**config.mk**
```make
export PLATFORM = sky130hd
export DESIGN_NAME = uart_frame_to_mem_flat
export DESIGN_NICKNAME = d
export VERILOG_FILES = /design/src/rtl/uart_frame_to_mem_pkg.sv /design/src/rtl/uart_frame_to_mem_if.sv /design/src/rtl/uart_frame_to_mem_shifter.sv /design/src/rtl/uart_frame_to_mem.sv /design/src/flat_wrapper.sv
export SDC_FILE = /design/constraint.sdc
export NUM_CORES = 1
export LEC_CHECK = 0
export ABC_AREA = 1
export BUFFER_PORTS_ARGS = -buffer_cell sky130_fd_sc_hd__buf_2
export CORE_AREA = 3 3 76 78
export CTS_BUF_LIST = sky130_fd_sc_hd__clkbuf_4 sky130_fd_sc_hd__clkbuf_8 sky130_fd_sc_hd__clkbuf_16
export DETAILED_ROUTE_END_ITERATION = 16
export DIE_AREA = 0 0 79 81
export GPL_TIMING_DRIVEN = 0
export PLACE_DENSITY = 0.94
export SKIP_CTS_REPAIR_TIMING = 1
export SLEW_MARGIN = 5
export SYNTH_ARGS = -nofsm -noshare
export SYNTH_HDL_FRONTEND = slang
export SYNTH_SLANG_ARGS = --single-unit
```
**constraint.sdc**
```tcl
create_clock -name clk -period 2.8 [get_ports clk]
set_input_delay 0.56 -clock clk [delete_from_list [all_inputs] [get_ports clk]]
set_output_delay 0.56 -clock clk [all_outputs]
set_load 0.02 [all_outputs]
```
**src/rtl/uart_frame_to_mem_pkg.sv**
```systemverilog
`default_nettype none
// ============================================================================
//  Module      : uart_mem_pkg
//  Description : Shared types and constants for the UART frame-to-memory
//                bridge: FSM state encoding, byte width, field-width helper.
//  Revision    : 1.0  initial release
// ============================================================================
package uart_mem_pkg;

   localparam int UART_BYTE_W = 8;

   typedef enum logic [1:0] {
      IDLE    = 2'd0,
      COLLECT = 2'd1,
      WRITE   = 2'd2
   } state_t;

   // Bit width of a field made of nbytes UART bytes
   function automatic int field_w(input int nbytes);
      return nbytes * UART_BYTE_W;
   endfunction

endpackage
`default_nettype wire

```
**src/rtl/uart_frame_to_mem_if.sv**
```systemverilog
`default_nettype none
// ============================================================================
//  Module      : uart_frame_to_mem_if
//  Description : Memory write port (valid/ready) between the frame assembler
//                and the buffer memory.
//  Revision    : 1.0  initial release
// ============================================================================
interface uart_frame_to_mem_if
   import uart_mem_pkg::*;
#(
   parameter int DATA_BYTES = 1,
   parameter int ADDR_BYTES = 1
) ();

   logic                            mem_we;
   logic                            mem_ready;
   logic [field_w(ADDR_BYTES)-1:0]  mem_addr;
   logic [field_w(DATA_BYTES)-1:0]  mem_wdata;

   // Frame assembler side: issues the write
   modport master (
      output mem_we,
      output mem_addr,
      output mem_wdata,
      input  mem_ready
   );

   // Memory side: accepts the write
   modport slave (
      input  mem_we,
      input  mem_addr,
      input  mem_wdata,
      output mem_ready
   );

endinterface
`default_nettype wire

```
**src/rtl/uart_frame_to_mem_shifter.sv**
```systemverilog
`default_nettype none
// ============================================================================
//  Module      : byte_field_shifter
//  Description : N-byte MSB-first shift register with load enable. Exposes
//                the value the register will hold after the current cycle so
//                the last byte of a frame can be captured in the same edge.
//  Revision    : 1.0  initial release
// ============================================================================
module byte_field_shifter
   import uart_mem_pkg::*;
#(
   parameter int N_BYTES = 1
) (
   input  logic                          clk,
   input  logic                          rst_n,
   input  logic                          shift_en,
   input  logic [UART_BYTE_W-1:0]        byte_in,
   output logic [field_w(N_BYTES)-1:0]   q_next
);

   localparam int W = field_w(N_BYTES);

   logic [W-1:0] q;

   generate
      if (N_BYTES == 1) begin : g_single
         assign q_next = shift_en ? byte_in : q;
      end else begin : g_multi
         assign q_next = shift_en ? {q[W-UART_BYTE_W-1:0], byte_in} : q;
      end
   endgenerate

   // Field register: new bytes enter at the LSB end
   always_ff @(posedge clk or negedge rst_n) begin
      if (!rst_n) q <= '0;
      else        q <= q_next;
   end

endmodule
`default_nettype wire

```
**src/rtl/uart_frame_to_mem.sv**
```systemverilog
`default_nettype none
// ============================================================================
//  Module      : uart_frame_to_mem
//  Description : Collects UART bytes into fixed-length address/data frames
//                and issues one valid/ready memory write per frame. A partial
//                frame is discarded after an inter-byte timeout; bytes that
//                arrive while a write is stalled are dropped and flagged.
//  Revision    : 1.0  initial release
// ============================================================================
module uart_frame_to_mem
   import uart_mem_pkg::*;
#(
   parameter int DATA_BYTES     = 1,
   parameter int ADDR_BYTES     = 1,
   parameter int ADDR_FIRST     = 0,
   parameter int TIMEOUT_CYCLES = 1000,
   parameter int CNT_W          = 16
) (
   input  logic                   clk,
   input  logic                   rst_n,
   input  logic [UART_BYTE_W-1:0] rx_byte,
   input  logic                   rx_valid,
   uart_frame_to_mem_if.master    mem,
   output logic                   busy,
   output logic                   timeout_err,
   output logic                   overrun_err,
   output logic [CNT_W-1:0]       frame_count
);

   localparam int FRAME_LEN   = DATA_BYTES + ADDR_BYTES;
   localparam int FIRST_BYTES = (ADDR_FIRST != 0) ? ADDR_BYTES : DATA_BYTES;
   localparam int BCNT_W      = $clog2(FRAME_LEN + 1);
   localparam int TMR_W       = (TIMEOUT_CYCLES > 0) ? $clog2(TIMEOUT_CYCLES + 1) : 1;
   localparam int AW          = field_w(ADDR_BYTES);
   localparam int DW          = field_w(DATA_BYTES);

   state_t              state, state_next;
   logic [BCNT_W-1:0]   byte_cnt, byte_cnt_next;
   logic [TMR_W-1:0]    timer, timer_next;
   logic                accept, load_out, to_next, ov_next, cnt_inc;
   logic                we_r;
   logic [AW-1:0]       addr_r, addr_nx;
   logic [DW-1:0]       wdata_r, wdata_nx;
   logic [BCNT_W-1:0]   byte_idx;
   logic                in_first, shift_addr, shift_data;

   // Position of the byte being accepted; a byte taken in IDLE or on write
   // completion always starts a new frame.
   assign byte_idx   = (state == COLLECT) ? byte_cnt : '0;
   assign in_first   = (byte_idx < BCNT_W'(FIRST_BYTES));
   assign shift_addr = accept && ((ADDR_FIRST != 0) ? in_first : !in_first);
   assign shift_data = accept && ((ADDR_FIRST != 0) ? !in_first : in_first);

   byte_field_shifter #(.N_BYTES(ADDR_BYTES)) u_addr_field (
      .clk      (clk),
      .rst_n    (rst_n),
      .shift_en (shift_addr),
      .byte_in  (rx_byte),
      .q_next   (addr_nx)
   );

   byte_field_shifter #(.N_BYTES(DATA_BYTES)) u_data_field (
      .clk      (clk),
      .rst_n    (rst_n),
      .shift_en (shift_data),
      .byte_in  (rx_byte),
      .q_next   (wdata_nx)
   );

   // Next-state, byte counting, timeout and error detection
   always_comb begin
      state_next    = state;
      byte_cnt_next = byte_cnt;
      timer_next    = timer;
      accept        = 1'b0;
      load_out      = 1'b0;
      to_next       = 1'b0;
      ov_next       = 1'b0;
      cnt_inc       = 1'b0;
      case (state)
         IDLE: begin
            if (rx_valid) begin
               accept        = 1'b1;
               byte_cnt_next = BCNT_W'(1);
               timer_next    = '0;
               state_next    = COLLECT;
            end
         end
         COLLECT: begin
            if (rx_valid) begin
               accept        = 1'b1;
               timer_next    = '0;
               byte_cnt_next = byte_cnt + 1'b1;
               if (byte_cnt == BCNT_W'(FRAME_LEN - 1)) begin
                  load_out   = 1'b1;
                  state_next = WRITE;
               end
            end else if ((TIMEOUT_CYCLES != 0) &&
                         (timer == TMR_W'(TIMEOUT_CYCLES - 1))) begin
               to_next       = 1'b1;
               byte_cnt_next = '0;
               timer_next    = '0;
               state_next    = IDLE;
            end else if (timer != '1) begin
               timer_next = timer + 1'b1;
            end
         end
         WRITE: begin
            if (mem.mem_ready) begin
               cnt_inc       = 1'b1;
               byte_cnt_next = '0;
               state_next    = IDLE;
               // A byte arriving with the completion opens the next frame
               if (rx_valid) begin
                  accept        = 1'b1;
                  byte_cnt_next = BCNT_W'(1);
                  timer_next    = '0;
                  state_next    = COLLECT;
               end
            end else if (rx_valid) begin
               ov_next = 1'b1;
            end
         end
         default: begin
            state_next    = IDLE;
            byte_cnt_next = '0;
         end
      endcase
   end

   // State, counters and registered outputs
   always_ff @(posedge clk or negedge rst_n) begin
      if (!rst_n) begin
         state       <= IDLE;
         byte_cnt    <= '0;
         timer       <= '0;
         we_r        <= 1'b0;
         addr_r      <= '0;
         wdata_r     <= '0;
         timeout_err <= 1'b0;
         overrun_err <= 1'b0;
         frame_count <= '0;
      end else begin
         state       <= state_next;
         byte_cnt    <= byte_cnt_next;
         timer       <= timer_next;
         we_r        <= (state_next == WRITE);
         timeout_err <= to_next;
         overrun_err <= ov_next;
         if (load_out) begin
            addr_r  <= addr_nx;
            wdata_r <= wdata_nx;
         end
         if (cnt_inc) frame_count <= frame_count + 1'b1;
      end
   end

   assign mem.mem_we    = we_r;
   assign mem.mem_addr  = addr_r;
   assign mem.mem_wdata = wdata_r;
   assign busy          = (state != IDLE);

endmodule
`default_nettype wire

```
**src/flat_wrapper.sv**
```systemverilog
// flat-port wrapper written by rule: the top's interface ports become plain ports
module uart_frame_to_mem_flat import uart_mem_pkg::*;
#(
   parameter int DATA_BYTES     = 1,
   parameter int ADDR_BYTES     = 1,
   parameter int ADDR_FIRST     = 0,
   parameter int TIMEOUT_CYCLES = 1000,
   parameter int CNT_W          = 16
)
  (clk, rst_n, rx_byte, rx_valid, busy, timeout_err, overrun_err, frame_count, mem_mem_we, mem_mem_addr, mem_mem_wdata, mem_mem_ready);
  uart_frame_to_mem_if #(.DATA_BYTES(DATA_BYTES), .ADDR_BYTES(ADDR_BYTES)) mem_i ();
  input  logic clk;
  input  logic rst_n;
  input  logic [UART_BYTE_W-1:0] rx_byte;
  input  logic rx_valid;
  output logic busy;
  output logic timeout_err;
  output logic overrun_err;
  output logic [CNT_W-1:0] frame_count;
  output wire logic [$bits(mem_i.mem_we)-1:0] mem_mem_we;
  output wire logic [$bits(mem_i.mem_addr)-1:0] mem_mem_addr;
  output wire logic [$bits(mem_i.mem_wdata)-1:0] mem_mem_wdata;
  input wire logic [$bits(mem_i.mem_ready)-1:0] mem_mem_ready;
  assign mem_mem_we = mem_i.mem_we;
  assign mem_mem_addr = mem_i.mem_addr;
  assign mem_mem_wdata = mem_i.mem_wdata;
  assign mem_i.mem_ready = mem_mem_ready;
  uart_frame_to_mem #(.DATA_BYTES(DATA_BYTES), .ADDR_BYTES(ADDR_BYTES), .ADDR_FIRST(ADDR_FIRST), .TIMEOUT_CYCLES(TIMEOUT_CYCLES), .CNT_W(CNT_W)) u_core (.clk(clk), .rst_n(rst_n), .rx_byte(rx_byte), .rx_valid(rx_valid), .mem(mem_i), .busy(busy), .timeout_err(timeout_err), .overrun_err(overrun_err), .frame_count(frame_count));
endmodule
```
; ---- After elaboration in Yosys (flattened, before gate mapping)
; Cells that the tools add are included.
[totals]
inputBits = 12
out_inout_bits = 36
word_cells = 68
ff_bits = 65
[classes]
n_eq_ne = 10
reduce_logical = 9
addsub = 3
muxes = 34
n_lt_le_gt_ge = 1
[ops]
columns = operator, count
row1 = 10-bit 2-to-1 mux, 5
row2 = 10-bit case mux with 3 select lines, 1
row3 = 2-bit 2-to-1 mux, 10
row4 = "16-bit by 1-bit adder with 16-bit output, second input constant", 1
row5 = 8-bit 2-to-1 mux, 2
row6 = 1-bit 2-to-1 mux, 13
row7 = 2-bit case mux with 3 select lines, 2
row8 = "10-bit by 1-bit adder with 10-bit output, second input constant", 1
row9 = "10-bit equality test, second input constant", 1
row10 = "10-bit != test, second input constant", 1
row11 = 3-bit AND reduction, 2
row12 = "2-bit by 1-bit equality test with 1-bit output, second input constant", 2
row13 = "2-bit equality test, second input constant", 2
row14 = "2-bit != test, second input constant", 2
row15 = "4-bit != test, second input constant", 1
row16 = "3-bit != test, second input constant", 1
row17 = 3-bit nonzero test, 1
row18 = "2-bit by 1-bit adder with 2-bit output, second input constant", 1
row19 = 1-bit logical AND, 2
row20 = 2-bit zero test, 1
row21 = "2-bit by 1-bit < comparator with 1-bit output, second input constant", 1
row22 = 1-bit case mux with 2 select lines, 1
row23 = 2-bit nonzero test, 1
row24 = 2-bit OR reduction, 1
row25 = 1-bit zero test, 1

; ---- Longest topological paths before layout
[depth]
ltp_word = 6
depth_mapped = 10
depth_no_buf = 10

; ---- By module
; Synthesis repeated with hierarchy kept, for this count alone.
[hier_totals]
hier_cells = 339
hier_area_um2 = 3074.2
[modules_own_cells]
columns = module, area_each_um2, cells_each, seq_area_each_um2, n_inst
row1 = uart_frame_to_mem, 2463.6, 271, 1226.2, 1
row2 = byte_field_shifter, 305.3, 34, 200.2, 2

; ---- Least setup slack after synthesis
; Ideal clock, no wire load.
[synth_path]
kind = input-to-reg
from = input mem_mem_ready
to = register u_core.wdata_r[4] (netlist: u_core.mem.mem_wdata[4])
n_path_buf = 1
cell_stages = 8
required_ns = 2.676
setup_ns = 0.124
arrival_time_ns = 1.362
path_slack_ns = 1.314
path_cell_list = inv_1 -> a21oi_2 -> nand2_2 -> nor2_4 -> buf_6 -> nand2_1 -> o211ai_1 -> nand2_1
[synth_via]
elab_chain_cells = 4
[synth_rtl]
columns = item, line_no
row1 = "start, declared", flat_wrapper.sv:23  ; input wire logic [$bits(mem_i.mem_ready)-1:0] mem_mem_ready;
row2 = 1-bit 2-to-1 mux, uart_frame_to_mem.sv:109  ; if (mem.mem_ready) begin
row3 = 1-bit case mux with 2 select lines, uart_frame_to_mem.sv:80  ; case (state)
row4 = 1-bit logical AND, uart_frame_to_mem.sv:52  ; assign shift_data = accept && ((ADDR_FIRST != 0) ? !in_first : in_first);
row5 = 8-bit 2-to-1 mux, uart_frame_to_mem_shifter.sv:27  ; assign q_next = shift_en ? byte_in : q;
row6 = "end signal, assigned", uart_frame_to_mem.sv:152  ; wdata_r <= wdata_nx;
row7 = "end, declared", uart_frame_to_mem.sv:43  ; logic [DW-1:0] wdata_r, wdata_nx;
; Every way passes these cells.
; A chain may end at the register's enable or synchronous reset.

; ---- Final worst setup path
[layout_path]
from = register u_core.state[0]
to = output busy
[layout_via]
elab_chain_cells = 1
[layout_rtl]
columns = item, line_no
row1 = "start, declared", uart_frame_to_mem.sv:37  ; state_t state, state_next;
row2 = "start signal, assigned", uart_frame_to_mem.sv:144  ; state <= state_next;
row3 = 2-bit nonzero test, uart_frame_to_mem.sv:161  ; assign busy = (state != IDLE);
row4 = "end, declared", flat_wrapper.sv:16  ; output logic busy;
; Every way passes these cells.

==> results.toml <==
[floorplan]
die_y_um = 81
start_util_pct = 61.44
core_area_um2 = 5140
die-area_um2 = 6399
rows = 26
io_pins = 48
die_w_um = 79

[routing]
drtPass1Iterations = 4
routed_wirelength_um = 6586
drt-initial-drc-count = 220
post-route-drc-count = 0
vias_per_cell = 5.226
vias = 2655
ant_nets = 0
routedWlPerCell_um = 12.96

[clock_network]
clock-sinks = 65
h-tree-depth = 3
tritoncts = "done"
path_clk_slew_ns = 0.07
clock_latency_ns = 0.34
cts_buffers = 9
cts.path.max_buffers = 2
root_buffer = "clkbuf_8"

[final_layout]
layout.nets = 448
final_cells = 508
final_cell_mix = "nand2_1, dfrtp_1, buf_2"
layout_commonest_cell = "nand2_1"
diodes = 0
fillers = 395
syn2layout_area_growth_pct = 16.68
drive_above_1_share_pct = 21.69

[global_routing]
grt_pass1_vias = 2677
grt_usage_pct = 23.36
antenna_found_initial = 0
grt_overflow = 0
grt_max_degree = 66
grt_pass1_wl_um = 11620

[setup_path]
cp_max_fo = 5
critical_path_class = "reg -> out"
crit_slowest_cell = "dfrtp_1"
worst-path-buf-inv = 2
ff2ff_setup_slack_ns = 1.08
critical_path.top_delay_family = "flip-flops"
arrival_ns = 1.17
max_stage_delay_ns = 0.44
crit_required_ns = 2.24
crit_chain = "nor2_1, inv_1, buf_2"
cp-end-kind = "primary output"
critPathLaunchType = "flop"

[yosys]
syn_area_per_cell_um2 = 8.421
ys_ff_latch = 65
synth-edff-count = 0
yosys_most_used_dff = "dfrtp_1"
synthCells = 375
ys_types = 30
netlist_area_um2 = 3158
yosysWarnings = 0
synth_fp_nets = 390
seq_area_frac_synth_pct = 51.51
synthArstFlopShare_pct = 100.0

[power_and_ir_drop]
clkPwrFrac_pct = 23.0
p_per_area_nw_per_um2 = 921.2
p_sw_share_pct = 38.82
pwr-share-comb_pct = 35.6
p_int_uw = 2077
p_sw_uw = 1318
p_total_uw = 3395
p_leak_uw = 0.001920
p_seq_share_pct = 41.4
peakVddDrop_uv = 698.4

[sta]
clock_skew_ns = 0.01171
fin_tns_setup_ns = 0
slew_violations = 0
rsz0062_at_grt = "no"
timing.final.crit_share_pct = 61.73
relSlewSlack_pct = 47.06
fmax_mhz = 578.6
finalCriticalPeriod_ns = 1.728
worst_pin_slew_ns = 0.7942
hold_viol = 0
setup_viol = 0

[outcome]
status = "completed"

[job]
maxCapViolCount = 0

[placed_design]
dp_hpwl_um = 4651
io_buffers = 47
gp_congestion = 0.8507
dp.cells = 492

[hold_path]
hp-class = "in -> async"
[worst paths after layout]
path,from,endpoint,cells after the start
worst max-delay path,u_core.state[0],busy,3
worst min-delay path,rst_n,u_core.mem.mem_wdata[4],1
worst max register to register,u_core.timer[0],u_core.timer[0],9
worst min register to register,u_core.u_addr_field.q[1],u_core.u_addr_field.q[1],2
max in group asynchronous,rst_n,u_core.mem.mem_addr[3],1
min in group clk,u_core.u_addr_field.q[1],u_core.u_addr_field.q[1],2
[state kept, by name, summed over array words and instances (netlist names)]
register,cells
u_core.u_data_field.q,8
u_core.byte_cnt,2
u_core.timeout_err,1
u_core.mem.mem_we,1
u_core.state,2
u_core.frame_count,16
u_core.mem.mem_wdata,8
u_core.timer,10
u_core.overrun_err,1
u_core.u_addr_field.q,8
u_core.mem.mem_addr,8
[layer usage]
| metal | part of all wire (%) | GRT usage [%] | vias to the layer above | wire, um |
|---|---|---|---|---|
| li1 | - | - | 1298 | - |
| met1 | 42 | 28.23 | 1260 | 2790 |
| met2 | 50 | 39.14 | 86 | 3319 |
| met3 | 5.5 | 5.211 | 11 | 362 |
| met4 | 1.7 | 12.54 | 0 | 113 |
| met5 | 0 | 0 | - | 0 |
[Yosys cell counts (5+ instances only)]
master,n,area (um^2)
xor2_1,9,78.83
nand2_2,5,31.28
inv_1,32,120.1
nand2_1,150,563.0
xnor2_1,6,52.55
dfrtp_1,65,1627
o211ai_1,10,75.07
nand3_1,15,75.07
o21ai_2,8,70.07
nor2_1,33,123.9
o21a_1,8,60.06
[cell families (layout without fill, tap and decap cells)]
group                      after synthesis  count (layout)  share of synthesized area [%]
AOI/OAI and AO/OA                       34              34                          8.518
xor gates and xnor gates                15              15                          4.160
adders and majority gates                3               3                          1.189
buffers and inverters                   39             102                          5.388
DFF                                     65              65                          51.51
and+or+nand+nor                        219             219                          29.24
[cell type report]
class / count / area, um^2 / area share, %
Inverter: 34 / 127.6 / 3.463
Clock inverter: 1 / 7.507 / 0.2037
Buffer: 5 / 42.54 / 1.155
Timing Repair Buffer: 47 / 237.7 / 6.452
Sequential cell: 65 / 1627 / 44.14
Multi-Input combinational cell: 271 / 1361 / 36.94
Tap cell: 70 / 87.58 / 2.377
Clock buffer: 15 / 193.9 / 5.263
[metrics by stage]
stage                     utilization, %  setup WS [ns]  instance area [um^2]  hold slack (ns)
after floorplan                        -          1.314                  3158           0.2644
after global placement             67.72         0.9548                  3481           0.4558
after detailed placement           67.77          1.025                  3483           0.4578
after CTS                          71.69          1.058                  3685           0.3354
after global routing               71.69         0.9106                  3685           0.3610
final                              71.69          1.072                  3685           0.3037
[power by group through the flow]
stage	Combinational (uW)	Sequential (uW)	Clock, uW
floorplan	703	1550	0
global placement	1170	1390	0
detailed placement	1220	1410	0
CTS	1230	1400	798
global route	1350	1440	840
finish	1210	1400	781
[worst reg2reg max path, stage by stage, from the launching register on]
cell	delay, ns
dfrtp_1	0.46
ha_1	0.23
nand2_1	0.08
nor2_1	0.14
inv_1	0.10
nor2_4	0.14
nand4_2	0.14
nand2_2	0.22
nand2_1	0.08
nand2_1	0.07
Power figures use the tool's default switching activity.
